==> config.mk <==
export PLATFORM = sky130hd
export DESIGN_NAME = uart_rx_unit
export DESIGN_NICKNAME = d
export VERILOG_FILES = /design/src/rtl/uart_pkg.sv /design/src/rtl/uart_rx_fifo.sv /design/src/rtl/uart_rx_unit.sv
export SDC_FILE = /design/constraint.sdc
export NUM_CORES = 1
export LEC_CHECK = 0
export BUFFER_PORTS_ARGS = -buffer_cell sky130_fd_sc_hd__buf_4
export CAP_MARGIN = 20
export CORE_UTILIZATION = 50
export DETAILED_ROUTE_END_ITERATION = 16
export GPL_TIMING_DRIVEN = 0
export HOLD_SLACK_MARGIN = 0.05
export PLACE_DENSITY = 0.68
export SYNTH_ARGS = -nofsm -noshare
export SYNTH_HDL_FRONTEND = slang
export SYNTH_SLANG_ARGS = --single-unit
==> constraint.sdc <==
create_clock -name clk -period 2.2 [get_ports clk]
set_clock_uncertainty 0.05 [all_clocks]
set_input_delay 0.22 -clock clk [delete_from_list [all_inputs] [get_ports clk]]
set_output_delay 0.22 -clock clk [all_outputs]
set_load 0.01 [all_outputs]
==> src/rtl/uart_pkg.sv <==
// rtl/uart_pkg.sv - shared UART definitions for the receive and transmit units
//
// Purpose : FSM state encoding, data width and default baud divisor used by
//           the UART RX/TX blocks.
// Ports   : none (package)
// Macros  : none

package uart_pkg;

  // Character width (8N1 framing)
  localparam int UART_DATA_W = 8;

  // 50 MHz system clock / 115200 baud
  localparam int UART_CLKS_PER_BIT_DEF = 434;

  // Receive/transmit FSM encoding. PARITY is only reachable when the
  // parity option is compiled in.
  typedef enum logic [2:0] {
    ST_IDLE   = 3'd0,
    ST_START  = 3'd1,
    ST_DATA   = 3'd2,
    ST_STOP   = 3'd3,
    ST_PARITY = 3'd4
  } uart_state_e;

  // Even parity: the parity bit makes the total number of ones even
  function automatic logic even_parity(input logic [UART_DATA_W-1:0] d);
    return ^d;
  endfunction

endpackage

==> src/rtl/uart_rx_fifo.sv <==
// rtl/uart_rx_fifo.sv - first-word fall-through byte FIFO with overrun pulse
//
// Purpose : Small synchronous FIFO. The head entry is always presented on
//           data while empty is low; a pop advances to the next entry.
// Ports   : clk, rst       - clock, synchronous active-low reset
//           push, push_data - write request and byte
//           pop            - remove head entry (ignored when empty)
//           data           - head entry (8'h00 when empty)
//           empty, full    - registered occupancy flags
//           overrun        - one-cycle pulse: push refused because full
// Macros  : none

module uart_rx_fifo #(
  parameter int DEPTH = 32,
  parameter int WIDTH = 8
) (
  input  logic             clk,
  input  logic             rst,
  input  logic             push,
  input  logic [WIDTH-1:0] push_data,
  input  logic             pop,
  output logic [WIDTH-1:0] data,
  output logic             empty,
  output logic             full,
  output logic             overrun
);

  localparam int AW = $clog2(DEPTH);
  localparam int PW = AW + 1;

  logic [WIDTH-1:0] mem [DEPTH];
  logic [PW-1:0]    wr_ptr;
  logic [PW-1:0]    rd_ptr;
  logic [PW-1:0]    count;
  logic [PW-1:0]    count_next;
  logic             empty_q;
  logic             full_q;
  logic             do_push;
  logic             do_pop;

  // A pop is only honoured when something is held. A push into a full FIFO
  // is allowed only when the same-cycle pop frees the slot.
  assign do_pop  = pop && !empty_q;
  assign do_push = push && (!full_q || do_pop);
  assign overrun = push && full_q && !do_pop;

  always_comb begin
    count_next = count;
    if (do_push && !do_pop) begin
      count_next = count + PW'(1);
    end else if (do_pop && !do_push) begin
      count_next = count - PW'(1);
    end
  end

  always_ff @(posedge clk) begin
    if (!rst) begin
      wr_ptr  <= '0;
      rd_ptr  <= '0;
      count   <= '0;
      empty_q <= 1'b1;
      full_q  <= 1'b0;
    end else begin
      if (do_push) wr_ptr <= wr_ptr + PW'(1);
      if (do_pop)  rd_ptr <= rd_ptr + PW'(1);
      count   <= count_next;
      empty_q <= (count_next == '0);
      full_q  <= (count_next == PW'(DEPTH));
    end
  end

  // Storage needs no reset: the output is masked while empty.
  always_ff @(posedge clk) begin
    if (do_push) begin
      mem[wr_ptr[AW-1:0]] <= push_data;
    end
  end

  assign data  = empty_q ? '0 : mem[rd_ptr[AW-1:0]];
  assign empty = empty_q;
  assign full  = full_q;

endmodule

==> src/rtl/uart_rx_unit.sv <==
// rtl/uart_rx_unit.sv - UART serial receiver with receive FIFO
//
// Purpose : Synchronises the serial line, frames 8N1 characters (LSB first,
//           idle high), samples each bit at mid-bit and pushes good bytes
//           into a FWFT FIFO read by the MMIO load path.
// Ports   : clk, rst           - clock, synchronous active-low reset
//           uart_input_line    - asynchronous serial input
//           uart_fifo_read_en  - pop head byte
//           uart_fifo_data     - head byte (valid when fifo_empty=0)
//           fifo_empty, fifo_full - FIFO occupancy
//           frame_error        - pulse: stop bit sampled low
//           overrun            - pulse: byte dropped, FIFO full
//           parity_error       - pulse: even-parity mismatch
// Macros  : UART_RX_PARITY_EN - adds an even-parity bit between data and stop

module uart_rx_unit
  import uart_pkg::*;
#(
  parameter int CLKS_PER_BIT = UART_CLKS_PER_BIT_DEF,
  parameter int DEPTH        = 32
) (
  input  logic                   clk,
  input  logic                   rst,
  input  logic                   uart_input_line,
  input  logic                   uart_fifo_read_en,
  output logic [UART_DATA_W-1:0] uart_fifo_data,
  output logic                   fifo_empty,
  output logic                   fifo_full,
  output logic                   frame_error,
  output logic                   overrun,
  output logic                   parity_error
);

  localparam int CNT_W = $clog2(CLKS_PER_BIT);
  localparam logic [CNT_W-1:0] HALF_END = CNT_W'(CLKS_PER_BIT / 2 - 1);
  localparam logic [CNT_W-1:0] BIT_END  = CNT_W'(CLKS_PER_BIT - 1);

`ifdef UART_RX_PARITY_EN
  localparam uart_state_e AFTER_DATA = ST_PARITY;
`else
  localparam uart_state_e AFTER_DATA = ST_STOP;
`endif

  logic                   sync1;
  logic                   rx_s;
  uart_state_e            state;
  uart_state_e            state_next;
  logic [CNT_W-1:0]       baud_cnt;
  logic [CNT_W-1:0]       baud_next;
  logic [2:0]             bit_cnt;
  logic [2:0]             bit_next;
  logic [UART_DATA_W-1:0] shift_q;
  logic [UART_DATA_W-1:0] shift_next;
  logic                   push;
  logic                   frame_err_c;
  logic                   parity_err_c;
`ifdef UART_RX_PARITY_EN
  logic                   par_q;
  logic                   par_next;
`endif

  // Two-flop synchroniser, preset to the idle level so reset never looks
  // like a start bit.
  always_ff @(posedge clk) begin
    if (!rst) begin
      sync1 <= 1'b1;
      rx_s  <= 1'b1;
    end else begin
      sync1 <= uart_input_line;
      rx_s  <= sync1;
    end
  end

  always_ff @(posedge clk) begin
    if (!rst) begin
      state    <= ST_IDLE;
      baud_cnt <= '0;
      bit_cnt  <= '0;
      shift_q  <= '0;
`ifdef UART_RX_PARITY_EN
      par_q    <= 1'b0;
`endif
    end else begin
      state    <= state_next;
      baud_cnt <= baud_next;
      bit_cnt  <= bit_next;
      shift_q  <= shift_next;
`ifdef UART_RX_PARITY_EN
      par_q    <= par_next;
`endif
    end
  end

  always_comb begin
    state_next   = state;
    baud_next    = baud_cnt + CNT_W'(1);
    bit_next     = bit_cnt;
    shift_next   = shift_q;
    push         = 1'b0;
    frame_err_c  = 1'b0;
    parity_err_c = 1'b0;
`ifdef UART_RX_PARITY_EN
    par_next     = par_q;
`endif
    case (state)
      ST_IDLE: begin
        baud_next = '0;
        bit_next  = '0;
        if (!rx_s) state_next = ST_START;
      end
      // Re-check the line at the middle of the start bit; a high level here
      // was a glitch and is dropped silently.
      ST_START: begin
        if (baud_cnt == HALF_END) begin
          baud_next  = '0;
          state_next = rx_s ? ST_IDLE : ST_DATA;
        end
      end
      // Counting a full bit from the start-bit centre lands on each data
      // bit centre. Bits arrive LSB first, so shift in from the top.
      ST_DATA: begin
        if (baud_cnt == BIT_END) begin
          baud_next  = '0;
          shift_next = {rx_s, shift_q[UART_DATA_W-1:1]};
          bit_next   = bit_cnt + 3'd1;
          if (bit_cnt == 3'd7) state_next = AFTER_DATA;
        end
      end
`ifdef UART_RX_PARITY_EN
      ST_PARITY: begin
        if (baud_cnt == BIT_END) begin
          baud_next  = '0;
          par_next   = rx_s;
          state_next = ST_STOP;
        end
      end
`endif
      // Leaving at the stop-bit centre gives half a bit of slack to catch
      // the next start edge of a back-to-back frame.
      ST_STOP: begin
        if (baud_cnt == BIT_END) begin
          baud_next   = '0;
          state_next  = ST_IDLE;
          frame_err_c = !rx_s;
`ifdef UART_RX_PARITY_EN
          parity_err_c = (even_parity(shift_q) != par_q);
          push         = rx_s && !parity_err_c;
`else
          push         = rx_s;
`endif
        end
      end
      default: begin
        baud_next  = '0;
        state_next = ST_IDLE;
      end
    endcase
  end

  uart_rx_fifo #(
    .DEPTH (DEPTH),
    .WIDTH (UART_DATA_W)
  ) u_fifo (
    .clk       (clk),
    .rst       (rst),
    .push      (push),
    .push_data (shift_q),
    .pop       (uart_fifo_read_en),
    .data      (uart_fifo_data),
    .empty     (fifo_empty),
    .full      (fifo_full),
    .overrun   (overrun)
  );

  assign frame_error  = frame_err_c;
  assign parity_error = parity_err_c;

endmodule

==> summary.md <==
| Metric | Value |
|---|---|
| Initial antenna violation count | `0` |
| Initial Util | `0.5119` |
| Worst-Margin Slew | `0.7021 ns` |
| First-pass GRT wire length | `37180 µm` |
| RePlAce Congestion | `0.8588` |
| PortBufs | `14` |
| Post-synthesis cell type count | `56` |
| Area of the die | `0.02480 mm²` |
| Sink Count | `303` |
| Core ar. | `0.02361 mm²` |
| Area growth from synthesis to layout | `20.63%` |
| WS Path Type | `reg2out` |
| Buffers & Inverters on Critical Path | `3` |
| IO Pins | `17` |
| Syn Nets | `669` |
| Maximum number of pins on one net before global-route repair | `35` |
| Clock root cell | `clkbuf_16` |
| Power Density | `881.2 mW/mm²` |
| DR vias/cell | `5.767` |
| Final worst setup slack | `-0.7590 ns` |
| Max VDD drop | `0.6204 mV` |
| Pleak | `4.640 nW` |
| Slew HR | `0.5313` |
| Cell count after synthesis | `653` |
| Final core utilization | `0.6175` |
| Layout cells sized above 1 | `0.3422` |
| Status | `finished, violations left` |
| Post-synth EDFFs | `256` |
| Slew Limit Fails | `0` |
| Die H | `157.5 µm` |
| Slowest CP cell | `mux4_2` |
| Hold Path Class | `in2reg` |
| Crit start category | `register` |
| Most common flop cell mapped by yosys | `edfxtp_1` |
| Worst EP arrival | `2.69 ns` |
| Worst-path clk slew | `0.06 ns` |
| Diodes inserted | `0` |
| DR pass1 iterations | `5` |
| Die width | `157.5 µm` |
| Max_cap viols | `0` |
| Fin Hold WS | `0.08939 ns` |
| Remaining Overflow, GRT | `0` |
| Worst-path cell chain | `buf_12, buf_12, mux4_2, mux4_2, mux2i_1, nor2_1, buf_4` |
| YS warnings | `0` |
| Pre-CTS setup slack | `-0.8912 ns` |
| Fraction of registers with async set/reset | `0` |
| CTS buffer count | `29` |
| Worst Path Required | `1.93 ns` |
| Total area of sequential cells | `0.008641 mm²` |
| Dpl hpwl | `15680 µm` |
| Drt drc | `0` |
| Clock Path Buffers | `3` |
| Failing checks | `setup timing` |
| Multi-input gate area | `0.003585 mm²` |
| Wire per inst | `22.93 µm` |
| RSZ-0062 raised after global routing | `true` |
| F_max | `338.0 MHz` |
| Hold Violations, Final | `0` |
| Nets | `749` |
| CP top delay family | `multiplexers` |
| Sum Neg Setup Slack | `-5.795 ns` |
| Gr usage total | `0.2048` |
| # fillers | `1665` |
| CTS HTree Levels | `1` |
| Total chip power | `12.85 mW` |
| Tmin final | `2.959 ns` |
| DR vias | `6188` |
| Routed Wire Length | `24610 µm` |
| Syn Area/Cell | `18.51 µm²` |
| Post-synthesis sequential area ratio | `0.7139` |
| Synth Cell Area | `0.01209 mm²` |
| DR iter-0 viols | `499` |
| Period Utilization, post-route | `1.345` |
| Register bit count reported by yosys | `303` |
| CTS tree | `yes` |
| Crit-path max cell delay | `0.54 ns` |
| Final setup vio count | `8` |
| CP endpoint kind | `output port` |
| Detail Route Antenna Nets | `0` |
| Worst-Skew Late Latency | `0.54 ns` |
| Vias in the first global route | `6367` |
| Num rows | `56` |
| CP Max Fanout | `10` |
state kept, by name, indices dropped and copies added (netlist names), named ones only:
register       cells
u_fifo.mem       256
baud_cnt           9
shift_q            8
u_fifo.count       6
u_fifo.rd_ptr      5
u_fifo.wr_ptr      5
bit_cnt            3
state              2
rx_s               1
sync1              1
u_fifo.empty       1
u_fifo.full        1
metal layers:
layer  vias to the layer above  part of all wire  track usage
li1                       2748                 -            -
met1                      3231              0.42       0.2799
met2                       170              0.50       0.3416
met3                        39             0.052      0.02919
met4                         0             0.027      0.06426
met5                         -                 0            0
worst register-to-register path, stage by stage (launching register included):
cell and delay, ns:
dfxtp_4 0.36, inv_1 0.07, ha_1 0.15, and4_4 0.28
nand3_4 0.10, a21oi_4 0.19, buf_6 0.14, nand2_4 0.07
clkbuf_16 0.18, nor2_4 0.09, buf_4 0.18
logic make-up after synthesis:
kind of cell,count (synthesis),synth area share
AO/OA/AOI/OAI,21,0.01367
XOR/XNOR,17,0.01232
adder cells (fa/ha/maj),12,0.01242
buffers and inverters,43,0.01739
flip-flops,303,0.7139
multiplexers,101,0.1667
other,1,0.0003103
AND/OR/NAND/NOR,155,0.06335
final cells by class:
type | count | share of cell area
flip-flops and latches | 303 | 0.5926
clock inverters | 13 | 0.008238
clock buffers | 39 | 0.05647
multi-input cells | 307 | 0.2459
inverters | 8 | 0.002060
well taps | 319 | 0.02738
plain buffers | 32 | 0.02180
repair buffers | 52 | 0.04557
worst paths after layout:
path / startpoint / end / slack (ns) / depth (start not counted)
setup / recovery: register / uart_fifo_data[3] / -0.76 / 7
hold / removal: rst / u_fifo.empty / 0.09 / 2
setup reg to reg: baud_cnt[1] / u_fifo.mem[23][3] / 0.05 / 10
hold reg to reg: sync1 / rx_s / 0.37 / 1
per-stage QoR:
| step | cells | instance area (µm²) |
|---|---|---|
| after floorplan | 653 | 12140 |
| after global placement | 986 | 12640 |
| final | 1073 | 14580 |
| after global routing | 1073 | 14580 |
| after detailed placement | 986 | 12640 |
| after CTS | 1062 | 14300 |
layout by cell type (no fill, tap or decap), types with 6 or more instances in the layout:
cell / netlist / layout
buf_12: 0 / 18
buf_4: 2 / 35
clkbuf_1: 14 / 13
clkbuf_16: 0 / 30
clkbuf_8: 1 / 7
dfxtp_1: 47 / 41
edfxtp_1: 256 / 256
ha_1: 12 / 12
inv_1: 7 / 7
mux2i_1: 19 / 19
mux4_2: 80 / 80
nand2_1: 20 / 15
nand3_1: 7 / 6
nand4_1: 7 / 7
nor2_1: 80 / 48
nor2_4: 0 / 32
xor2_1: 12 / 12
cell usage after synthesis (all sizes together), types with 3 or more instances:
cell,number,share of area
a22oi,3,0.0019
nor4,5,0.0026
or3,3,0.0016
ha,12,0.012
nor3,7,0.0033
xnor2,5,0.0036
a21oi,5,0.0024
and2,5,0.0028
and3,4,0.0021
edfxtp,256,0.64
buf,19,0.0086
mux4,80,0.15
dfxtp,47,0.078
clkbuf,15,0.0055
nor2,80,0.025
mux2i,19,0.016
nand2b,3,0.0016
nand4,8,0.0047
xor2,12,0.0087
inv,7,0.0022
nand3,7,0.0029
nand2,20,0.0062
where the power goes:
group / total (mW) / switching (mW) / internal (mW)
Sequential: 6.27 / 0.0744 / 6.20
Clock: 4.86 / 2.01 / 2.84
Combinational: 1.72 / 0.802 / 0.921
timing repair:
| item | 4_1_cts | 5_1_grt |
|---|---|---|
| endpoints found under the hold margin | 1 | 0 |
| endpoints found under the setup margin | 270 | 234 |
| gates cloned | 0 | 1 |
| setup buffers | 25 | 3 |
| hold buffers | 1 | 0 |
| resized for setup | 100 | 15 |
| pin swaps | 23 | 9 |
No activity file was read; power rests on OpenSTA's default activity.
